==> src/rtl/bytecode_loader.sv <==
// Program-memory loader: writes a host byte stream to consecutive addresses after a load command.
// Latency: a byte accepted into an empty buffer is presented to memory on the next cycle.
// Backpressure: byte_ready drops when the buffer is full or the byte count is reached; mem_ready stalls hold address/data.

// Small synchronous FIFO used to decouple the input stream from memory stalls.
// Latency: a pushed entry is visible at the head on the following cycle.
// Backpressure: the caller must not push when full or pop when empty.
module bytecode_loader_fifo #(
  parameter int DEPTH = 4,
  parameter int WIDTH = 8
) (
  input  logic             clk,
  input  logic             reset,
  input  logic             i_push,
  input  logic [WIDTH-1:0] i_push_dat,
  input  logic             i_pop,
  output logic [WIDTH-1:0] o_head,
  output logic             o_full,
  output logic             o_empty
);
  localparam int PW = (DEPTH > 1) ? $clog2(DEPTH) : 1;

  logic [WIDTH-1:0] r_mem [DEPTH];
  logic [PW-1:0]    r_wr;
  logic [PW-1:0]    r_rd;
  logic [PW:0]      r_cnt;

  assign o_full  = (r_cnt == (PW+1)'(DEPTH));
  assign o_empty = (r_cnt == '0);
  assign o_head  = r_mem[r_rd];

  // Storage, pointers and occupancy; simultaneous push and pop leave occupancy unchanged.
  always_ff @(posedge clk) begin
    if (reset) begin
      for (int i = 0; i < DEPTH; i++) r_mem[i] <= '0;
      r_wr  <= '0;
      r_rd  <= '0;
      r_cnt <= '0;
    end else begin
      if (i_push) begin
        r_mem[r_wr] <= i_push_dat;
        r_wr        <= r_wr + 1'b1;
      end
      if (i_pop) r_rd <= r_rd + 1'b1;
      case ({i_push, i_pop})
        2'b10:   r_cnt <= r_cnt + 1'b1;
        2'b01:   r_cnt <= r_cnt - 1'b1;
        default: r_cnt <= r_cnt;
      endcase
    end
  end
endmodule

// Loader top: IDLE/LOAD/DONE sequencer, byte counters, wrapping write pointer.
// Latency: done pulses the cycle after the final memory write; len_err the cycle after a rejected command.
// Backpressure: input throttled by buffer space and remaining count; memory side waits on mem_ready.
module bytecode_loader #(
  parameter int RAM_SIZE      = 256,
  parameter int ADDRESS_WIDTH = 8,
  parameter int FIFO_DEPTH    = 4
) (
  input  logic                     clk,
  input  logic                     reset,
  input  logic                     cmd_start,
  input  logic [ADDRESS_WIDTH-1:0] load_base,
  input  logic [ADDRESS_WIDTH:0]   load_len,
  output logic                     busy,
  output logic                     done,
  output logic                     len_err,
  input  logic [7:0]               byte_in,
  input  logic                     byte_valid,
  output logic                     byte_ready,
  output logic [ADDRESS_WIDTH-1:0] mem_address,
  output logic [7:0]               mem_data_out,
  output logic                     mem_rwn,
  output logic                     mem_start,
  input  logic                     mem_ready
);
  localparam logic [ADDRESS_WIDTH:0]   L_RAM_SIZE = (ADDRESS_WIDTH+1)'(RAM_SIZE);
  localparam logic [ADDRESS_WIDTH-1:0] L_LAST     = ADDRESS_WIDTH'(RAM_SIZE - 1);

  typedef enum logic [1:0] {S_IDLE, S_LOAD, S_DONE} state_t;

  state_t                   r_state;
  state_t                   w_state_nxt;
  logic [ADDRESS_WIDTH:0]   r_len;
  logic [ADDRESS_WIDTH:0]   r_accepted;
  logic [ADDRESS_WIDTH:0]   r_written;
  logic [ADDRESS_WIDTH-1:0] r_ptr;
  logic                     r_len_err;

  logic       w_len_bad;
  logic       w_cmd_go;
  logic       w_push;
  logic       w_pop;
  logic       w_last_write;
  logic       w_full;
  logic       w_empty;
  logic [7:0] w_head;

  // Commands are only looked at while idle; zero-length goes straight to DONE without latching.
  assign w_len_bad    = (r_state == S_IDLE) && cmd_start && (load_len > L_RAM_SIZE);
  assign w_cmd_go     = (r_state == S_IDLE) && cmd_start && !(load_len > L_RAM_SIZE) && (load_len != '0);

  assign byte_ready   = (r_state == S_LOAD) && !w_full && (r_accepted < r_len);
  assign w_push       = byte_valid && byte_ready;
  assign mem_start    = (r_state == S_LOAD) && !w_empty;
  assign w_pop        = mem_start && mem_ready;
  assign w_last_write = w_pop && ((r_written + 1'b1) == r_len);

  assign mem_address  = r_ptr;
  assign mem_data_out = w_head;
  assign mem_rwn      = 1'b0;
  assign len_err      = r_len_err;

  bytecode_loader_fifo #(
    .DEPTH (FIFO_DEPTH),
    .WIDTH (8)
  ) u_fifo (
    .clk        (clk),
    .reset      (reset),
    .i_push     (w_push),
    .i_push_dat (byte_in),
    .i_pop      (w_pop),
    .o_head     (w_head),
    .o_full     (w_full),
    .o_empty    (w_empty)
  );

  // State register.
  always_ff @(posedge clk) begin
    if (reset) r_state <= S_IDLE;
    else       r_state <= w_state_nxt;
  end

  // Next-state and status decode.
  always_comb begin
    w_state_nxt = r_state;
    busy        = 1'b0;
    done        = 1'b0;
    case (r_state)
      S_IDLE: begin
        if (cmd_start && !(load_len > L_RAM_SIZE))
          w_state_nxt = (load_len == '0) ? S_DONE : S_LOAD;
      end
      S_LOAD: begin
        busy = 1'b1;
        if (w_last_write) w_state_nxt = S_DONE;
      end
      S_DONE: begin
        done        = 1'b1;
        w_state_nxt = S_IDLE;
      end
      default: w_state_nxt = S_IDLE;
    endcase
  end

  // Length latch, byte counters, write pointer with RAM_SIZE wrap, and the reject pulse.
  always_ff @(posedge clk) begin
    if (reset) begin
      r_len      <= '0;
      r_accepted <= '0;
      r_written  <= '0;
      r_ptr      <= '0;
      r_len_err  <= 1'b0;
    end else begin
      r_len_err <= w_len_bad;
      if (w_cmd_go) begin
        r_len      <= load_len;
        r_ptr      <= load_base;
        r_accepted <= '0;
        r_written  <= '0;
      end else begin
        if (w_push) r_accepted <= r_accepted + 1'b1;
        if (w_pop) begin
          r_written <= r_written + 1'b1;
          r_ptr     <= (r_ptr == L_LAST) ? '0 : r_ptr + 1'b1;
        end
      end
    end
  end
endmodule

==> config.mk <==
export PLATFORM = sky130hd
export DESIGN_NAME = bytecode_loader
export DESIGN_NICKNAME = d
export VERILOG_FILES = /design/src/rtl/bytecode_loader.sv
export SDC_FILE = /design/constraint.sdc
export NUM_CORES = 1
export LEC_CHECK = 0
export BUFFER_PORTS_ARGS = -buffer_cell sky130_fd_sc_hd__buf_2
export CAP_MARGIN = 20
export CORE_MARGIN = 3
export CORE_UTILIZATION = 24
export DETAILED_ROUTE_END_ITERATION = 6
export HOLD_SLACK_MARGIN = 0.08
export PLACE_DENSITY_LB_ADDON = 0.1
export SLEW_MARGIN = 10
export SYNTH_ARGS = -nofsm -noshare
export SYNTH_HDL_FRONTEND = slang
export SYNTH_SLANG_ARGS = --single-unit
==> constraint.sdc <==
create_clock -name clk -period 2.9 [get_ports clk]
set_input_delay 0.29 -clock clk [delete_from_list [all_inputs] [get_ports clk]]
set_output_delay 0.29 -clock clk [all_outputs]
set_load 0.05 [all_outputs]
# Yosys cells after proc, flatten, opt, wreduce, memory -nomap -nowiden
# Memories as Yosys holds them, arrays and structs flattened. A register that Yosys moved wholly into a read port is not among the register bits.
# Index checks and enable logic that the tools add are counted.
# totals
ramBits	32
out_inout_bits	22
ff_bits	45
n_memories	1
# memory_table
name	depth	width	rd	rd_ports_with_merged_regs	write_ports	line	text
u_fifo.r_mem	4	8	1	1	4	23	logic [WIDTH-1:0] r_mem [DEPTH];
# op_classes
n_lt_le_gt_ge	2
n_reduce_logical	23
eq_ne	9
n_addsub	7
muxes	20
# ops
op	n
$mux 8	4
$add 9x1->9 const B	2
$mux 2	6
$logic_and 1x1->1	11
$eq 9x9->1	1
$gt 9x9->1 const B	1
$logic_not 9->1	1
$lt 9x9->1	1
$reduce_bool 9->1	1
$add 8x1->8 const B	1
$eq 8x8->1 const B	1
$mux 1	8
$reduce_or 8->1	1
$pmux 3 s2	1
$add 2x1->2 const B	2
$eq 2x1->1 const B	2
$eq 2x2->1 const B	2
$pmux 2 s2	1
$reduce_bool 2->1	2
$add 3x1->3 const B	1
$eq 3x3->1 const B	1
$logic_not 1->1	3
$logic_not 3->1	1
$sub 3x1->3 const B	1
5 further kinds	5

# Logic depth before layout (Yosys ltp)
# Gate-level depths: netlist of the first run.
# logic_depth
word_depth	10
depth_mapped	13
depth_no_buf	12

# By module
# From an unflattened synthesis of the first run, not the netlist that was laid out.
# unflattened
cells_unflattened	403
hier_area_um2	4046.4
# modules_own_cells
module	n_inst	cells_per_inst	area_per_inst_um2
bytecode_loader	1	280	2224.6
bytecode_loader_fifo	1	123	1821.7

# Worst setup path before layout of the first run
# No wires, ideal clock.
# synth_timing
path_type	register to register
startpoint	register r_len[2]
endpoint	register u_fifo.r_cnt[2]
period_less_slack_ns	3.321
setup_slack_ns	-0.421
stages_incl_launch_ff	14
t_required_ns	2.829
arrival_time_ns	3.250
path_cell_list	dfxtp_1 > inv_1 > ha_1 > a21oi_1 > o21ai_0 > a2111oi_4 > nand2_4 > clkbuf_1 > ha_1 > inv_1 > fa_1 > xor2_1 > or3_1 > a21oi_1
# synth_via
elab_chain_cells	5
elab_cells_between_ends	7
classes_between	1 x order compare; 2 x eq/ne; 1 x mux; 3 x reduce/logical
# synth_rtl
item	line	text
start, declared	86	logic [ADDRESS_WIDTH:0] r_len;
start signal, assigned	169	r_len <= load_len;
$lt 9x9->1 (*)	105	assign byte_ready = (r_state == S_LOAD) && !w_full && (r_accepted < r_len);
$logic_and 1x1->1 (*)	105	
via byte_ready	72	output logic byte_ready,
$logic_and 1x1->1 (*)	106	assign w_push = byte_valid && byte_ready;
$eq 2x1->1 or $eq 2x2->1 (tied branches)	45	case ({i_push, i_pop})
$pmux 3 s2 or $reduce_bool 2->1 (tied branches)	n/a	
end signal, assigned	46	2'b10: r_cnt <= r_cnt + 1'b1;
end signal, assigned	47	2'b01: r_cnt <= r_cnt - 1'b1;
end signal, assigned	48	default: r_cnt <= r_cnt;
end, declared	26	logic [PW:0] r_cnt;
# The timed path passes the listed nets; every way through them passes the cells marked *.
# A chain may end at the register's enable or synchronous reset.

# Worst setup path after layout of the first run
# layout_timing
startpoint	register r_len[7]
endpoint	register u_fifo.r_cnt[2]
# layout_via
elab_chain_cells	5
elab_cells_between_ends	7
classes_between	1 x order compare; 2 x eq/ne; 1 x mux; 3 x reduce/logical
# layout_rtl
item	line
$lt 9x9->1 (*)	105
$logic_and 1x1->1 (*)	105
$logic_and 1x1->1 (*)	106
$eq 2x1->1 or $eq 2x2->1 (tied branches)	45
$pmux 3 s2 or $reduce_bool 2->1 (tied branches)	n/a
# Mark *: on every way between the ends. The rest lies on a longest branch, timed or not.

==> results.json, run 1 <==
{
  "timing.final.crit_share_pct": 90.39,
  "async_flop_share_pct": 0,
  "routedWlPerCell_um": 15.53,
  "maxCapViolCount": 0,
  "numCtsBuffers": 9,
  "power_density_nw_per_um2": 558.6,
  "slew_headroom_pct": 61.06,
  "yosysSeqAreaShare_pct": 48.55,
  "power_frac_clock_pct": 44.6,
  "core_um2": 15940,
  "finalMaxSlewViolations": 0,
  "syn_nets": 438,
  "setup_tns_ps": 0,
  "yosys.area.top_type": "edfxtp_1",
  "cp.arrival_ps": 2900,
  "nets": 490,
  "end_kind": "flop",
  "worst_pin_slew_ps": 583.4,
  "ys_top_cells_by_area": "edfxtp_1 25%, dfxtp_1 24%, nor2_1 7.2%",
  "cts_root_buf": "clkbuf_16",
  "leakagePower_uw": 0.001877,
  "min_path_type": "input pin to flop",
  "ir_worst_vdd_mv": 0.2593,
  "start_util_pct": 24.57,
  "synth_cells": 395,
  "htree_levels": 3,
  "setup_violations": 0,
  "ys_types": 50,
  "crit_fanout": 9,
  "crit_type": "flop to flop",
  "postCtsHoldBufs": 0,
  "antenna_cells": 0,
  "p_int_uw": 1968,
  "startpoint_type": "flop",
  "rsz0062_at_grt": "false",
  "port_buffers": 50,
  "wirelength_mm": 10.37,
  "grt_max_degree": 19,
  "drtPass1Iterations": 4,
  "hpwlAfterDp_mm": 7.458,
  "io_pins": 52,
  "cts_resized": 0,
  "clkTransAtPathRegs_ps": 70,
  "die_area_um2": 17890,
  "synth_edf_count": 32,
  "swShare_pct": 26.52,
  "switchingPower_uw": 710.4,
  "crit_chain": "inv_1 > ha_1 > nand4_1 > o22ai_1 > a2111oi_4 > nand2_4 > ha_4 > inv_2 > fa_2 > xor2_1 > or3_1 > a21oi_1",
  "cp_slowest_cell": "dfxtp_1",
  "hold_slack_ps": 204.1,
  "max_freq_ghz": 0.3815,
  "vias": 2971,
  "areaGrowthSynthToFinish_pct": 22.39,
  "fin_worst_skew_ps": 7.529,
  "drc": 0,
  "finalWeightedCongestion": 0.7828,
  "antenna_found_initial": 0,
  "fin_crit_ps": 2621,
  "p_comb_share_pct": 10.0,
  "via_per_inst": 4.448,
  "cts_setup_buffers": 0,
  "p_seq_share_pct": 45.4,
  "grt_pass1_vias": 2908,
  "syn_avg_cell_area_um2": 9.918,
  "cp.required_ps": 3180,
  "yosysWarnings": 0,
  "final_hold_viol_count": 0,
  "fp.dieW_um": 133.8,
  "synth_seq_cells": 79,
  "status": "finished clean",
  "cp_slowest_stage_delay_ps": 390,
  "ys.flop_type": "dfxtp_1",
  "gr-total-overflow": 0,
  "syn_area_um2": 3918,
  "grtUsageTotal_pct": 12.10,
  "cts_tree": "built",
  "synth_top_area_share_pct": 24.53,
  "grt_pass1_wl_mm": 16.49,
  "clkSinkCount": 79,
  "die_h_um": 133.8,
  "ant_nets": 0,
  "drtIter0Drc": 157,
  "cts.path.max_buffers": 2,
  "core.rowCount": 46,
  "insertion_delay_ps": 350,
  "final_layout_size_suffix_gt1_share_pct": 21.46
}
layer usage:
| metal | GRT usage, % | part of all wire [%] | up-vias |
|---|---|---|---|
| li1 | - | - | 1494 |
| met1 | 16.07 | 47 | 1418 |
| met2 | 18.84 | 48 | 49 |
| met3 | 3.285 | 3.9 | 10 |
| met4 | 4.571 | 1.4 | 0 |
| met5 | 0 | 0 | - |
synthesized netlist by cell type, drive strengths merged (5+ instances only):
cell type,count
nand4,9
dfxtp,47
mux2i,10
nor2,75
or3,7
edfxtp,32
ha,12
nand2,21
nand2b,13
xnor2,11
inv,18
buf,8
nor3,5
o21ai,9
a21oi,15
clkbuf,14
and3,5
mux4,8
nor2b,5
nand3,12
xor2,19
power by group through the flow:
stage                     clock, µW  sequential, µW  combinational [µW]
after detailed placement          0            1240                 273
final                          1190            1220                 269
after CTS                      1240            1220                 275
after global routing           1290            1220                 293
after global placement            0            1240                 274
after floorplan                   0            1260                 162
flip-flops by register name (all words and copies together), names as in the netlist, named ones only:
register and cells:
u_fifo.r_rd 2, u_fifo.r_mem 32, r_written 9, r_state 2
r_accepted 9, r_len 9, u_fifo.r_cnt 3, len_err 1
u_fifo.r_wr 2, mem_address 8
kinds of logic after synthesis:
group	Yosys count	share of synthesized area, %
buf+inv	40	3.992
fa+ha+maj	13	4.344
mux	18	7.154
compound gates	47	8.368
flops	79	48.55
xor+xnor	30	6.707
simple gates	167	20.79
other cells	1	0.09572
final cells by class:
| class | count | area [µm²] |
|---|---|---|
| Fill cell | 1695 | 11150 |
| Clock inverter | 7 | 83.83 |
| Multi-Input combinational cell | 276 | 1897 |
| Sequential cell | 79 | 1903 |
| Inverter | 18 | 67.56 |
| Tap cell | 216 | 270.3 |
| Clock buffer | 9 | 225.2 |
| Timing Repair Buffer | 63 | 347.8 |
cells in the final DEF (no fill, tap or decap), types with 2 or more instances in the layout:
cell / instances
or4_1: 4
and2_1: 3
nand4_1: 9
a21o_1: 2
nor4_1: 4
nand2b_4: 3
edfxtp_1: 32
nand2_1: 20
nor2b_1: 4
clkbuf_16: 9
and4_1: 2
mux4_2: 8
dfxtp_1: 46
mux2i_1: 10
xnor2_1: 11
nor3_1: 5
nand3_1: 12
inv_1: 17
nor2_1: 75
a21oi_1: 15
and3_1: 5
ha_1: 11
nand2b_1: 10
a311oi_1: 3
o21ai_0: 8
or3_1: 7
xor2_1: 19
a31oi_1: 2
a211oi_1: 3
buf_4: 13
buf_2: 50
inv_6: 4
worst max-delay path, delay by kind of cell (launching register included):
family	cells	cell delay, ps
adder cells (fa/ha/maj)	3	800
AND/OR/NAND/NOR	3	570
AO/OA/AOI/OAI	3	490
flip-flops	1	390
buffers and inverters	2	150
XOR/XNOR	1	150
final timing paths:
check	cells past startpoint	end	slack, ps	startpoint
setup / recovery	12	u_fifo.r_cnt[2]$_SDFFE_PP0P_	280	r_len[7]$_SDFFE_PP0P_
hold / removal	3	r_len[7]$_SDFFE_PP0P_	200	load_len[7]
setup reg to reg	12	u_fifo.r_cnt[2]$_SDFFE_PP0P_	280	r_len[7]$_SDFFE_PP0P_
hold reg to reg	2	r_accepted[8]$_SDFFE_PP0P_	500	r_accepted[8]$_SDFFE_PP0P_
stage by stage:
step | cell area [µm²] | power, µW | worst slack [ps] | std cells | util (%)
after floorplan | 3983 | 1424 | -275.1 | 395 | -
after global placement | 4486 | 1516 | 319.9 | 652 | 28.14
after detailed placement | 4486 | 1515 | 255.2 | 652 | 28.14
after CTS | 4795 | 2731 | 264.8 | 668 | 30.07
after global routing | 4795 | 2800 | 89.56 | 668 | 30.07
final | 4795 | 2679 | 278.6 | 668 | 30.07
Note: power is estimated with default switching activity, not from simulation.
==> run 2, diff against run 1 <==
Clock period 2.9 ns to 3.29 ns, I/O delays scaled along.
==> results.json, run 2 (synthesized netlist as in run 1, its figures left out) <==
{
  "cts.path.max_buffers": 2,
  "final_common_cell": "nor2_1",
  "cts_root_buf": "clkbuf_16",
  "final_layout_size_suffix_gt1_share_pct": 19.38,
  "die_h_um": 133.8,
  "slew_headroom_pct": 60.99,
  "core_um2": 15940,
  "postCtsHoldBufs": 0,
  "timing.rr.start": "r_len[7]$_SDFFE_PP0P_",
  "maxCapViolCount": 0,
  "numCtsBuffers": 9,
  "routedWlPerCell_um": 15.07,
  "rrSetupSlack_ps": 560,
  "post-route-util_pct": 29.49,
  "leakagePower_uw": 0.001829,
  "areaGrowthSynthToFinish_pct": 20.03,
  "final_hold_viol_count": 0,
  "grt_pass1_wl_mm": 16.74,
  "regToRegEndpoint": "u_fifo.r_cnt[2]$_SDFFE_PP0P_",
  "antenna_found_initial": 0,
  "cts_setup_buffers": 0,
  "drc": 0,
  "ir_worst_vdd_mv": 0.2474,
  "antenna_cells": 0,
  "worstSetupStartpoint": "r_len[7]$_SDFFE_PP0P_",
  "r2r_cells": 12,
  "insertion_delay_ps": 340,
  "largest_reg_flops": 32,
  "fp.dieW_um": 133.8,
  "startpoint_type": "flop",
  "port_buffers": 50,
  "drtPass1Iterations": 4,
  "nets": 487,
  "clkTransAtPathRegs_ps": 60,
  "max_freq_ghz": 0.3660,
  "wirelength_mm": 10.02,
  "clkSinkCount": 79,
  "cp.required_ps": 3560,
  "holdPathStages": 3,
  "via_per_inst": 4.451,
  "setup_violations": 0,
  "die_area_um2": 17890,
  "vias": 2960,
  "drtIter0Drc": 130,
  "ant_nets": 0,
  "power_density_nw_per_um2": 478.2,
  "htree_levels": 3,
  "regMostFlops": "u_fifo.r_mem",
  "grt_max_degree": 27,
  "gr-total-overflow": 0,
  "status": "finished clean",
  "cts_tree": "built",
  "cts_resized": 0,
  "worst_pin_slew_ps": 584.4,
  "fin_crit_ps": 2732,
  "cp.arrival_ps": 3000,
  "fin_worst_skew_ps": 10.97,
  "finalWeightedCongestion": 0.7664,
  "hpwlAfterDp_mm": 7.270,
  "core.rowCount": 46,
  "min_path_type": "input pin to flop",
  "timing.final.crit_share_pct": 83.04,
  "end_kind": "flop",
  "crit_type": "flop to flop",
  "setup_tns_ps": 0,
  "start_util_pct": 24.57,
  "min_from": "load_len[7]",
  "holdPathEnd": "r_len[7]$_SDFFE_PP0P_",
  "rsz0062_at_grt": "false",
  "io_pins": 52,
  "finalMaxSlewViolations": 0,
  "crit_fanout": 9,
  "grt_pass1_vias": 3024,
  "grtUsageTotal_pct": 12.01,
  "fillers": 1667,
  "final_cell_mix": "75 x nor2_1, 50 x buf_2, 47 x dfxtp_1"
}
## run 2: power by group
group	internal (µW)	total [µW]	switching, µW
sequential	1050	1070	23.0
combinational	75.1	229	154
clock	519	946	428
## run 2: layout make-up
type	count	area (µm²)	area share [%]
clock inverters	7	52.55	1.118
repair buffers	60	325.3	6.919
well taps	216	270.3	5.748
clock buffers	9	225.2	4.790
flip-flops and latches	79	1902	40.45
inverters	18	67.56	1.437
multi-input cells	276	1859	39.54
## run 2: worst max path at each step
stage / to / slack, ps / cells after the start
finish: u_fifo.r_cnt[2]$_SDFFE_PP0P_ / 560 / 12
global route: u_fifo.r_cnt[2]$_SDFFE_PP0P_ / 370 / 12
CTS: u_fifo.r_mem[0][2]$_SDFFCE_PN0P_ / 570 / 8
detailed placement: u_fifo.r_cnt[2]$_SDFFE_PP0P_ / 590 / 12
global placement: u_fifo.r_mem[0][5]$_SDFFCE_PN0P_ / 600 / 8
floorplan: u_fifo.r_cnt[2]$_SDFFE_PP0P_ / 20 / 13
## run 2: stage by stage
step           std cells  setup slack [ps]  hold WS [ps]  total power [µW]  cell area [µm²]
2_1_floorplan        395             16.66         455.6              1250             3928
3_3_place_gp         649             595.6         471.9              1328             4424
3_5_place_dp         649             585.3         480.2              1328             4424
4_1_cts              665             570.6         231.1              2292             4702
5_1_grt              665             365.5         245.0              2352             4702
6_report             665             558.0         248.1              2249             4702
## run 2: worst max-delay path, stage by stage, from the launching register on
cell,delay (ps)
dfxtp_1,390
inv_1,110
ha_1,310
nand4_1,120
o22ai_1,280
a2111oi_4,100
nand2_4,140
ha_1,190
inv_1,60
fa_1,370
xor2_1,160
or3_1,310
a21oi_1,130
## run 2: per-layer routing
layer	up-vias	GRT usage (%)	wire, µm
met4	0	4.114	126
li1	1489	-	-
met5	-	0	0
met1	1410	16.05	4749
met2	50	18.84	4675
met3	11	3.210	472
==> run 3, diff against run 2 <==
Clock period 3.29 ns to 2.2 ns, I/O delays scaled along.
==> results.json, run 3 (synthesized netlist as in run 1, its figures left out) <==
{
  "status": "complete, but fails checks",
  "violations": "setup timing",
  "power_density_nw_per_um2": 683.0,
  "multi_input_area_um2": 2081,
  "die_h_um": 133.8,
  "grtUsageTotal_pct": 12.57,
  "max_freq_ghz": 0.4297,
  "hpwlAfterDp_mm": 7.523,
  "fin_worst_skew_ps": 4.553,
  "numCtsBuffers": 9,
  "vias": 3122,
  "cp_top_family": "simple AND/OR/NAND/NOR gates",
  "antenna_cells": 0,
  "die_area_um2": 17890,
  "end_kind": "flop",
  "cp.buffers_inverters": 2,
  "antenna_found_initial": 0,
  "r2r_cells": 9,
  "slew_headroom_pct": 64.43,
  "rsz0062_at_grt": "true",
  "cts_tree": "built",
  "drtPass1Iterations": 4,
  "nets": 523,
  "hold_slack_ps": 139.2,
  "clkSinkCount": 79,
  "gr-total-overflow": 0,
  "htree_levels": 3,
  "worstSetupStartpoint": "r_len[5]$_SDFFE_PP0P_",
  "cts_root_buf": "clkbuf_16",
  "cp.required_ps": 2250,
  "setup_violations": 44,
  "final_common_cell": "nor2_1",
  "finalWeightedCongestion": 0.7737,
  "crit_chain": "inv_1 > ha_4 > nand4_1 > nor2_2 > a2111oi_4 > nand2_4 > buf_4 > or3_4 > nand2b_4",
  "fin_cells": 701,
  "dpl_worst_slack_ps": -247.6,
  "drc": 0,
  "via_per_inst": 4.454,
  "cp_slowest_stage_delay_ps": 430,
  "placed_cells": 681,
  "io_pins": 52,
  "regToRegEndpoint": "u_fifo.r_mem[0][7]$_SDFFCE_PN0P_",
  "worst_pin_slew_ps": 533.5,
  "grt_pass1_vias": 3223,
  "regMostFlops": "u_fifo.r_mem",
  "leakagePower_uw": 0.002092,
  "grt_max_degree": 27,
  "core.rowCount": 46,
  "cts.path.max_buffers": 2,
  "cp.arrival_ps": 2370,
  "timing.final.crit_share_pct": 105.8,
  "seq_area_um2": 1919,
  "rrSetupSlack_ps": -130,
  "clkTransAtPathRegs_ps": 60,
  "timing.rr.start": "r_len[5]$_SDFFE_PP0P_",
  "areaGrowthSynthToFinish_pct": 35.07,
  "port_buffers": 50,
  "min_from": "load_len[0]",
  "final_cell_mix": "60 x nor2_1, 49 x buf_2, 41 x buf_4",
  "largest_reg_flops": 32,
  "holdPathEnd": "r_len[0]$_SDFFE_PP0P_",
  "start_util_pct": 24.57,
  "wirelength_mm": 10.47,
  "crit_type": "flop to flop",
  "cp_slowest_cell": "a2111oi_4",
  "min_path_type": "input pin to flop",
  "insertion_delay_ps": 350,
  "final_layout_size_suffix_gt1_share_pct": 36.70,
  "maxCapViolCount": 0,
  "core_um2": 15940,
  "routedWlPerCell_um": 14.94,
  "final_hold_viol_count": 0,
  "finalMaxSlewViolations": 0,
  "fp.dieW_um": 133.8,
  "fin_crit_ps": 2327,
  "ant_nets": 0,
  "ir_worst_vdd_mv": 0.3769,
  "startpoint_type": "flop",
  "drtIter0Drc": 185,
  "grt_pass1_wl_mm": 17.44,
  "holdPathStages": 3,
  "fin_ws_ps": -127.0,
  "fillers": 1712,
  "crit_fanout": 8
}
-- run 3: cell types whose count changed in the layout (fill, tap and decap cells not counted), moves of 7 or more --
cell	change
dfxtp_1	-14
dfxtp_2	+14
buf_4	+31
ha_1	-8
nor2_2	+11
nor2_1	-15
ha_4	+7
-- run 3: how the worst max path moves through the flow --
stage | to | depth (start not counted)
final | u_fifo.r_mem[0][7]$_SDFFCE_PN0P_ | 9
after CTS | u_fifo.r_cnt[2]$_SDFFE_PP0P_ | 12
after global placement | u_fifo.r_cnt[2]$_SDFFE_PP0P_ | 12
after detailed placement | u_fifo.r_cnt[2]$_SDFFE_PP0P_ | 12
after floorplan | u_fifo.r_cnt[2]$_SDFFE_PP0P_ | 13
after global routing | u_fifo.r_cnt[2]$_SDFFE_PP0P_ | 12
-- run 3: area by class of cell --
cell class                      instances  share of cell area (%)
Clock buffer                           10                   4.516
Clock inverter                          6                   1.395
Sequential cell                        79                   36.27
Multi-Input combinational cell        276                   39.32
Timing Repair Buffer                   96                   12.11
Tap cell                              216                   5.108
Inverter                               18                   1.277
-- run 3: metal layers --
| metal | vias up | track usage [%] | wire length [µm] |
|---|---|---|---|
| met3 | 11 | 3.474 | 419 |
| met4 | 0 | 3.543 | 148 |
| met1 | 1502 | 16.99 | 4946 |
| li1 | 1556 | - | - |
| met5 | - | 0 | 0 |
| met2 | 53 | 19.79 | 4958 |
-- run 3: where the power goes --
part / total [µW] / switching, µW / leakage [µW] / internal [µW]
logic: 414 / 256 / 0.00122 / 158
registers: 1600 / 27.6 / 0.000719 / 1570
clock network: 1600 / 670 / 0.000155 / 931
-- run 3: stage by stage --
stage / util (%) / cell area (µm²) / TNS (ps) / power, µW
final: 33.19 / 5291 / -2524 / 3614
after global routing: 33.19 / 5291 / -9531 / 3779
after CTS: 32.20 / 5134 / -612.8 / 3657
after detailed placement: 29.59 / 4717 / -5909 / 2018
after global placement: 29.59 / 4717 / -4893 / 2018
after floorplan: - / 3984 / -42940 / 1877
-- run 3: tightest hold or removal path: cells and delay by family --
kind | cells | cell delay [ps]
buf+inv | 1 | 90
simple gates | 1 | 80
mux | 1 | 60
-- run 3: timing repair --
action / in CTS / in global routing
hold buffers: 0 / 0
pin swaps: 14 / 10
resized for setup: 24 / 38
endpoints found under the setup margin: 64 / 65
setup buffers: 1 / 4
hold endpoints to repair: 0 / 0
